==> src/rtl/fwd_hazard_unit.sv <==
// Forwarding-select and load-use hazard unit for the 5-stage MIPS pipeline.
// Optional event counters are enabled by defining FWD_HAZARD_STATS_EN.
module fwd_hazard_unit #(
  parameter int unsigned REG_AW = 5
) (
  input  logic              clk_i,
  input  logic              rst_i,
  input  logic              id_valid_i,
  input  logic [REG_AW-1:0] id_rs_i,
  input  logic [REG_AW-1:0] id_rt_i,
  input  logic              id_uses_rt_i,
  input  logic [REG_AW-1:0] id_dst_i,
  input  logic              id_regwrite_i,
  input  logic              id_memread_i,
  input  logic              flush_i,
  output logic [1:0]        forward_a_o,
  output logic [1:0]        forward_b_o,
`ifdef FWD_HAZARD_STATS_EN
  output logic [31:0]       stall_cnt_o,
  output logic [31:0]       fwd_cnt_o,
`endif
  output logic              stall_o
);

  localparam int unsigned CNT_W = 32;

  localparam logic [1:0] SEL_RF  = 2'd0;
  localparam logic [1:0] SEL_WB  = 2'd1;
  localparam logic [1:0] SEL_MEM = 2'd2;

  typedef struct packed {
    logic              valid;
    logic [REG_AW-1:0] rs;
    logic [REG_AW-1:0] rt;
    logic [REG_AW-1:0] dst;
    logic              regwrite;
    logic              memread;
  } ex_slot_t;

  typedef struct packed {
    logic              valid;
    logic [REG_AW-1:0] dst;
    logic              regwrite;
    logic              memread;
  } mem_slot_t;

  typedef struct packed {
    logic              valid;
    logic [REG_AW-1:0] dst;
    logic              regwrite;
  } wb_slot_t;

  ex_slot_t  ex_q;
  mem_slot_t mem_q;
  wb_slot_t  wb_q;

  logic load_hit;
  logic mem_fwd_ok;
  logic wb_fwd_ok;

  // Destination tracking; a stall or flush turns the incoming EX entry into a bubble.
  always_ff @(posedge clk_i) begin
    if (rst_i) begin
      ex_q  <= '0;
      mem_q <= '0;
      wb_q  <= '0;
    end else begin
      wb_q.valid     <= mem_q.valid;
      wb_q.dst       <= mem_q.dst;
      wb_q.regwrite  <= mem_q.regwrite;
      mem_q.valid    <= ex_q.valid;
      mem_q.dst      <= ex_q.dst;
      mem_q.regwrite <= ex_q.regwrite;
      mem_q.memread  <= ex_q.memread;
      if (stall_o || flush_i) begin
        ex_q <= '0;
      end else begin
        ex_q.valid    <= id_valid_i;
        ex_q.rs       <= id_rs_i;
        ex_q.rt       <= id_rt_i;
        ex_q.dst      <= id_dst_i;
        ex_q.regwrite <= id_regwrite_i;
        ex_q.memread  <= id_memread_i;
      end
    end
  end

  // Load in EX feeding the instruction in ID; a flush wins so the redirect is never held.
  always_comb begin
    load_hit = ex_q.valid && ex_q.memread && (ex_q.dst != '0) &&
               ((ex_q.dst == id_rs_i) || (id_uses_rt_i && (ex_q.dst == id_rt_i)));
    stall_o  = id_valid_i && !flush_i && load_hit;
  end

  // A load in MEM has no ALU result to forward; the stall ensures it is consumed from WB.
  always_comb begin
    mem_fwd_ok  = mem_q.valid && mem_q.regwrite && !mem_q.memread && (mem_q.dst != '0);
    wb_fwd_ok   = wb_q.valid && wb_q.regwrite && (wb_q.dst != '0);
    forward_a_o = SEL_RF;
    forward_b_o = SEL_RF;
    if (ex_q.valid) begin
      if (mem_fwd_ok && (mem_q.dst == ex_q.rs)) begin
        forward_a_o = SEL_MEM;
      end else if (wb_fwd_ok && (wb_q.dst == ex_q.rs)) begin
        forward_a_o = SEL_WB;
      end
      if (mem_fwd_ok && (mem_q.dst == ex_q.rt)) begin
        forward_b_o = SEL_MEM;
      end else if (wb_fwd_ok && (wb_q.dst == ex_q.rt)) begin
        forward_b_o = SEL_WB;
      end
    end
  end

`ifdef FWD_HAZARD_STATS_EN
  // Saturating event counters; one forward event per cycle regardless of operand count.
  always_ff @(posedge clk_i) begin
    if (rst_i) begin
      stall_cnt_o <= '0;
      fwd_cnt_o   <= '0;
    end else begin
      if (stall_o && (stall_cnt_o != {CNT_W{1'b1}})) begin
        stall_cnt_o <= stall_cnt_o + CNT_W'(1);
      end
      if (((forward_a_o != SEL_RF) || (forward_b_o != SEL_RF)) &&
          (fwd_cnt_o != {CNT_W{1'b1}})) begin
        fwd_cnt_o <= fwd_cnt_o + CNT_W'(1);
      end
    end
  end
`endif

endmodule
==> config.mk <==
export PLATFORM = sky130hd
export DESIGN_NAME = fwd_hazard_unit
export DESIGN_NICKNAME = d
export VERILOG_FILES = /design/src/rtl/fwd_hazard_unit.sv
export SDC_FILE = /design/constraint.sdc
export NUM_CORES = 1
export LEC_CHECK = 0
export CAP_MARGIN = 0
export CORE_ASPECT_RATIO = 0.5
export CORE_MARGIN = 2
export CORE_UTILIZATION = 32
export DETAILED_ROUTE_END_ITERATION = 7
export PLACE_DENSITY_LB_ADDON = 0.1
export REMOVE_ABC_BUFFERS = 1
export SYNTH_ARGS = -nofsm -noshare
export SYNTH_HDL_FRONTEND = slang
export SYNTH_SLANG_ARGS = --single-unit
==> constraint.sdc <==
create_clock -name clk_i -period 6.2 [get_ports clk_i]
set_input_delay 1.86 -clock clk_i [delete_from_list [all_inputs] [get_ports clk_i]]
set_output_delay 1.86 -clock clk_i [all_outputs]
set_load 0.01 [all_outputs]
==> impl_results.md, run 1 <==
- DRT antenna net count: 0
- Mux contribution to synthesized area: 0%
- Setup WS pre-CTS: 0.868 ns
- Worst hold endpoint: mem_q[1]$_SDFF_PP0_
- Status: finished, final reports clean
- Final setup margin: 0.860 ns
- Final WL: 2970 um
- Final nets: 198
- Via count: 1002
- Setup TNS: 0 ns
- Lkg Pwr: 0.749 nW
- CP max FO: 2
- Yosys Warn Count: 0
- Element type at the critical path start: primary input
- Fin. Hold Viols: 0
- Maximum clock path buffer count: 2
- Ports: 27
- Port Buffer Count: 26
- Initial antenna violation count: 0
- Area growth syn-to-layout: 28.5%
- Post-synthesis xor/xnor area fraction: 18.3%
- Dpl hpwl: 2280 um
- Post-synthesis adder-cell area fraction: 0%
- Setup violators final: 0
- Drt drc: 0
- Ant. Diodes: 0
- Fin crit period: 5.34 ns
- Post-synth top area share: 46.0%
- CTS tree: built
- Most used DFF post-synth: dfxtp_1
- GPL Wtd Cong: 0.720
- Via-per-instance ratio: 4.28
- Multi-input logic area: 708 sq um
- Post-CTS sizing: 0
- Post-CTS Setup Bufs: 0
- Worst Hold Launch: ex_q[1]$_SDFF_PP0_
- Critical path's most frequent cell: clkdlybuf4s50_1
- RSZ-0062 raised after global routing: no
- Synth Area in Compound Gates: 11.9%
- Critical Path RT: 4.34 ns
- Chip width: 98.8 um
- Clock transition at the registers of the reported paths: 0.07 ns
- Vias in the first global route: 1019
- Post-synth EDFFs: 0
- Iteration-0 DRC Markers: 16
- CP Class: in -> out
- CP delay by family, top: buffers and inverters
- Skew final: 0.00439 ns
- Min-delay worst type: reg -> reg
- First-pass GRT wire length: 5140 um
- Largest stage delay, worst path: 0.53 ns
- Synth Area in Simple Gates: 19.1%
- Total CTS buffers: 5
- Routed length per instance: 12.7 um
- DR pass1 iterations: 3
- Grt ovf: 0
- Root Buffer: clkbuf_8
- Fill cell count: 431
- Crit-path cells: clkdlybuf4s50_1, xnor2_1, nand3_1, o22ai_2, and2_1, clkdlybuf4s50_1
- Crit path DAT: 3.48 ns
- Largest family of logic cells by synthesized area: simple AND/OR/NAND/NOR gates
- Clk_lat worst skew: 0.29 ns
- H-tree depth: 2
- Max_cap viols: 0
- Worst slew pin tran: 0.681 ns
- Syn_area_per_cell: 9.91 sq um
- Cell count of the worst reg-to-reg path: 5
- Synth Instances: 145
- Setup crit end kind: output pin
- Cell taking the most area after synthesis: dfxtp_1
- Asr flop ratio synth: 0%
- Hold depth: 1
- R2R Path Start: ex_q[3]$_SDFF_PP0_
- R2r endpoint: ex_q[17]$_SDFF_PP0_
- Die height: 51.4 um
- Post-synthesis sequential area ratio: 46.0%
- Top cells by count, synth: dfxtp_1 (33), xnor2_1 (16), nor2b_1 (14), xor2_1 (14), inv_1 (11)
- Register bit total from synthesis: 33
- Area contributors post-synth: dfxtp_1 (46%), xnor2_1 (9.7%), xor2_1 (8.5%)
- Largest net degree at the start of global routing: 19
- Core area: 4360 sq um
- Cell area power density: 231 nW/um^2
- # hold bufs at CTS: 0
- Number of distinct library cells after synthesis: 28
- Rows: 17
- Slowest CP cell: clkdlybuf4s50_1
- Headroom to the max-slew limit: 54.5%
- Register area: 661 sq um
- WP buf/inv: 2
- Fin crit share: 86.1%
- Die ar.: 5080 sq um
- Count leader, synth: dfxtp_1
- Layout cell share with drive strength beyond 1: 11.3%
- Max Fclk: 187 MHz
- R2R setup slack: 4.42 ns
- Peak VDD IR: 0.000107 V
- Starting Density: 33.0%
- Clk sinks: 33
- Global Route Usage Sum: 13.7%
- Cell area after synthesis: 1440 sq um
- Pins over their slew limit: 0
metal layers:
metal  vias up  GRT usage (%)  routed length (um)
li1        547              -                   -
met1       432           19.4                1640
met2        23           18.9                1170
met3         0           5.20                 152
met4         0           4.11                   0
met5         -              0                   0
flip-flops by register name, indices dropped and copies added, names as in the netlist:
name   cells
ex_q      18
mem_q      8
wb_q       7
how the worst max path moves through the flow:
stage / start / endpoint / depth (start not counted)
floorplan: id_rs_i[4] / stall_o / 4
global placement: id_rt_i[4] / stall_o / 6
detailed placement: id_rs_i[4] / stall_o / 6
CTS: id_rs_i[4] / stall_o / 6
global route: id_rt_i[4] / stall_o / 6
finish: id_rs_i[4] / stall_o / 6
where the power goes:
group	total [mW]	internal (mW)	switching, mW
sequential	0.226	0.219	0.00707
combinational	0.0446	0.0259	0.0187
clock	0.156	0.0773	0.0788
total	0.427	0.322	0.105
kinds of logic (layout without fill, tap and decap cells):
kind of cell    count (synthesis)  count (layout)
compound gates                 21              21
xor+xnor                       30              30
buf+inv                        16              48
flops                          33              33
simple gates                   45              45
cell type report:
cell class                 count  area share, %
clock buffer                   5           3.73
clock inverter                 3          0.949
timing repair buffer          28           14.9
multi-input combinational     96           38.3
inverter                      12           2.44
sequential                    33           35.8
tap                           57           3.86
placed cells by master, fill, tap and decap left out, types with 2 or more instances in the layout:
cell type	Yosys	routed
dfxtp_1	33	33
xor2_1	14	14
nand2_1	10	10
a21oi_1	7	7
and2_1	3	3
a211oi_1	8	8
nand3_1	3	3
nor4_1	4	4
xnor2_1	16	16
clkbuf_8	0	5
nor2b_1	14	14
or4_1	5	5
inv_1	11	11
a211oi_2	2	2
buf_4	0	2
clkinv_2	0	2
clkdlybuf4s50_1	0	26
per-stage QoR:
| step | std cells | utilization (%) | instance area (sq um) | hold slack [ns] | power (mW) |
|---|---|---|---|---|---|
| 6_report | 234 | 42.4 | 1850 | 0.476 | 0.427 |
| 2_1_floorplan | 141 | - | 1410 | 0.414 | 0.252 |
| 4_1_cts | 234 | 42.4 | 1850 | 0.472 | 0.431 |
| 3_3_place_gp | 226 | 40.4 | 1760 | 0.470 | 0.276 |
| 5_1_grt | 234 | 42.4 | 1850 | 0.488 | 0.453 |
| 3_5_place_dp | 226 | 40.4 | 1760 | 0.464 | 0.276 |
worst reg2reg max path: cells and delay by family, from the launching register on:
kind | cells | cell delay, ns
flip-flops | 1 | 0.35
buffers and inverters | 1 | 0.21
AO/OA/AOI/OAI | 1 | 0.35
AND/OR/NAND/NOR | 3 | 0.75
No activity file was read; power rests on OpenSTA's default activity.
==> run 2, diff against run 1 <==
Settings changed: GPL_ROUTABILITY_DRIVEN from default to 0.
==> results of run 2 <==
Same layout as run 1: the final DEF is identical, and so are final timing and power.
==> run 3, diff against run 2 <==
Settings changed: CORE_MARGIN 2 to default, CORE_UTILIZATION 32 to 54, HOLD_SLACK_MARGIN from default to 0.02.
==> run 3 against run 2 <==
  * Wire length is 9.2% lower
  * Setup slack worse by 0.023 ns
  * Sequential share of layout area is 0.62 points higher
  * Clock skew is 0.0011 ns lower
  * Clock power is 3% lower
  * Non-clock buffer count stayed put
  * Cell area is 1.7% lower
  * Cell count is 9.4% lower
  * Maximum frequency is 0.43% lower
  * Largest cell class unchanged
==> impl_results.md, run 3 (same netlist as run 1, synthesis figures left out) <==
- CP Class: in -> out
- Area growth syn-to-layout: 26.3%
- Starting Density: 61.0%
- Slowest CP cell: clkdlybuf4s50_1
- Crit-path cells: clkdlybuf4s50_1, xnor2_1, nand4_1, o22ai_2, and2_1, clkdlybuf4s50_1
- Port Buffer Count: 26
- # hold bufs at CTS: 0
- CTS tree: built
- Pins over their slew limit: 0
- Critical Path RT: 4.34 ns
- Most common cell after layout, fill and taps aside: dfxtp_1
- Crit path DAT: 3.50 ns
- Headroom to the max-slew limit: 52.9%
- Clock transition at the registers of the reported paths: 0.07 ns
- Die ar.: 2890 sq um
- Most flops, register: ex_q
- Setup violators final: 0
- Via-per-instance ratio: 4.88
- Die height: 38.5 um
- Final WL: 2700 um
- Largest net degree at the start of global routing: 19
- DRT antenna net count: 0
- Total CTS buffers: 5
- Via count: 1034
- Commonest non-fill, non-tap cells in the layout: dfxtp_1 (33), clkdlybuf4s50_1 (26), xnor2_1 (16)
- Fin crit period: 5.36 ns
- WHS: 0.473 ns
- Cell count of the worst reg-to-reg path: 5
- Clk sinks: 33
- Post-CTS Setup Bufs: 0
- Initial antenna violation count: 0
- Fin crit share: 86.5%
- H-tree depth: 2
- Ports: 27
- Final nets: 198
- Lkg Pwr: 0.750 nW
- Global Route Usage Sum: 22.3%
- Setup WS pre-CTS: 0.848 ns
- Largest register FFs: 18
- Chip width: 75.0 um
- Routed length per instance: 12.7 um
- Skew final: 0.00334 ns
- Largest stage delay, worst path: 0.53 ns
- Fin. Hold Viols: 0
- Root Buffer: clkbuf_8
- RSZ-0062 raised after global routing: no
- Ant. Diodes: 0
- Layout cell share with drive strength beyond 1: 10.7%
- Vias in the first global route: 933
- Min-delay worst type: reg -> reg
- Final setup margin: 0.837 ns
- Max Fclk: 186 MHz
- Post-CTS sizing: 0
- Status: finished, final reports clean
- Cell area power density: 232 nW/um^2
- Grt ovf: 0
- Element type at the critical path start: primary input
- R2R setup slack: 4.43 ns
- Iteration-0 DRC Markers: 41
- Setup crit end kind: output pin
- First-pass GRT wire length: 4350 um
- Dpl hpwl: 2090 um
- Rows: 12
- Critical path's most frequent cell: clkdlybuf4s50_1
- DR pass1 iterations: 4
- CP max FO: 2
- Max_cap viols: 0
- Clk_lat worst skew: 0.28 ns
- Maximum clock path buffer count: 2
- Peak VDD IR: 0.000148 V
- Setup TNS: 0 ns
- Hold depth: 1
- Worst slew pin tran: 0.704 ns
- Drt drc: 0
- Core area: 2360 sq um
- Biggest registers after layout: ex_q (18), mem_q (8), wb_q (7)
[run 3: cell type report]
cell class	instances	area [sq um]
Clock buffer	6	72.6
Inverter	12	45.0
Multi-Input combinational cell	96	708
Clock inverter	2	10.0
Fill cell	177	542
Tap cell	35	43.8
Sequential cell	33	661
Timing Repair Buffer	28	275
[run 3: stage by stage]
step | cells | util (%) | power, mW | instance area, sq um
2_1_floorplan | 141 | - | 0.252 | 1410
3_3_place_gp | 204 | 73.5 | 0.274 | 1730
3_5_place_dp | 204 | 73.5 | 0.275 | 1730
4_1_cts | 212 | 77.0 | 0.425 | 1820
5_1_grt | 212 | 77.0 | 0.438 | 1820
6_report | 212 | 77.0 | 0.422 | 1820
[run 3: critical path: cells and delay by family]
kind / cells / cell delay (ns)
buf+inv: 2 / 1.04
simple gates: 2 / 0.29
xor+xnor: 1 / 0.14
compound gates: 1 / 0.17
[run 3: path summary, 6_finish.rpt]
| path | startpoint | end |
|---|---|---|
| max reg2reg | ex_q[3]$_SDFF_PP0_ | ex_q[17]$_SDFF_PP0_ |
| min | ex_q[1]$_SDFF_PP0_ | mem_q[1]$_SDFF_PP0_ |
| max | id_rt_i[4] | stall_o |
| min reg2reg | ex_q[1]$_SDFF_PP0_ | mem_q[1]$_SDFF_PP0_ |
[run 3: report_power, final]
group | internal [mW] | leakage [nW] | switching [mW]
Clock | 0.0776 | 0.0450 | 0.0735
Combinational | 0.0259 | 0.436 | 0.0189
Sequential | 0.219 | 0.270 | 0.00695
Total | 0.323 | 0.750 | 0.0993
[run 3: per-layer routing]
metal	global-route usage, %	wire [um]	up-vias
li1	-	-	550
met1	28.7	1410	457
met2	35.1	1160	25
met3	7.89	117	2
met4	7.08	11	0
met5	0	0	-
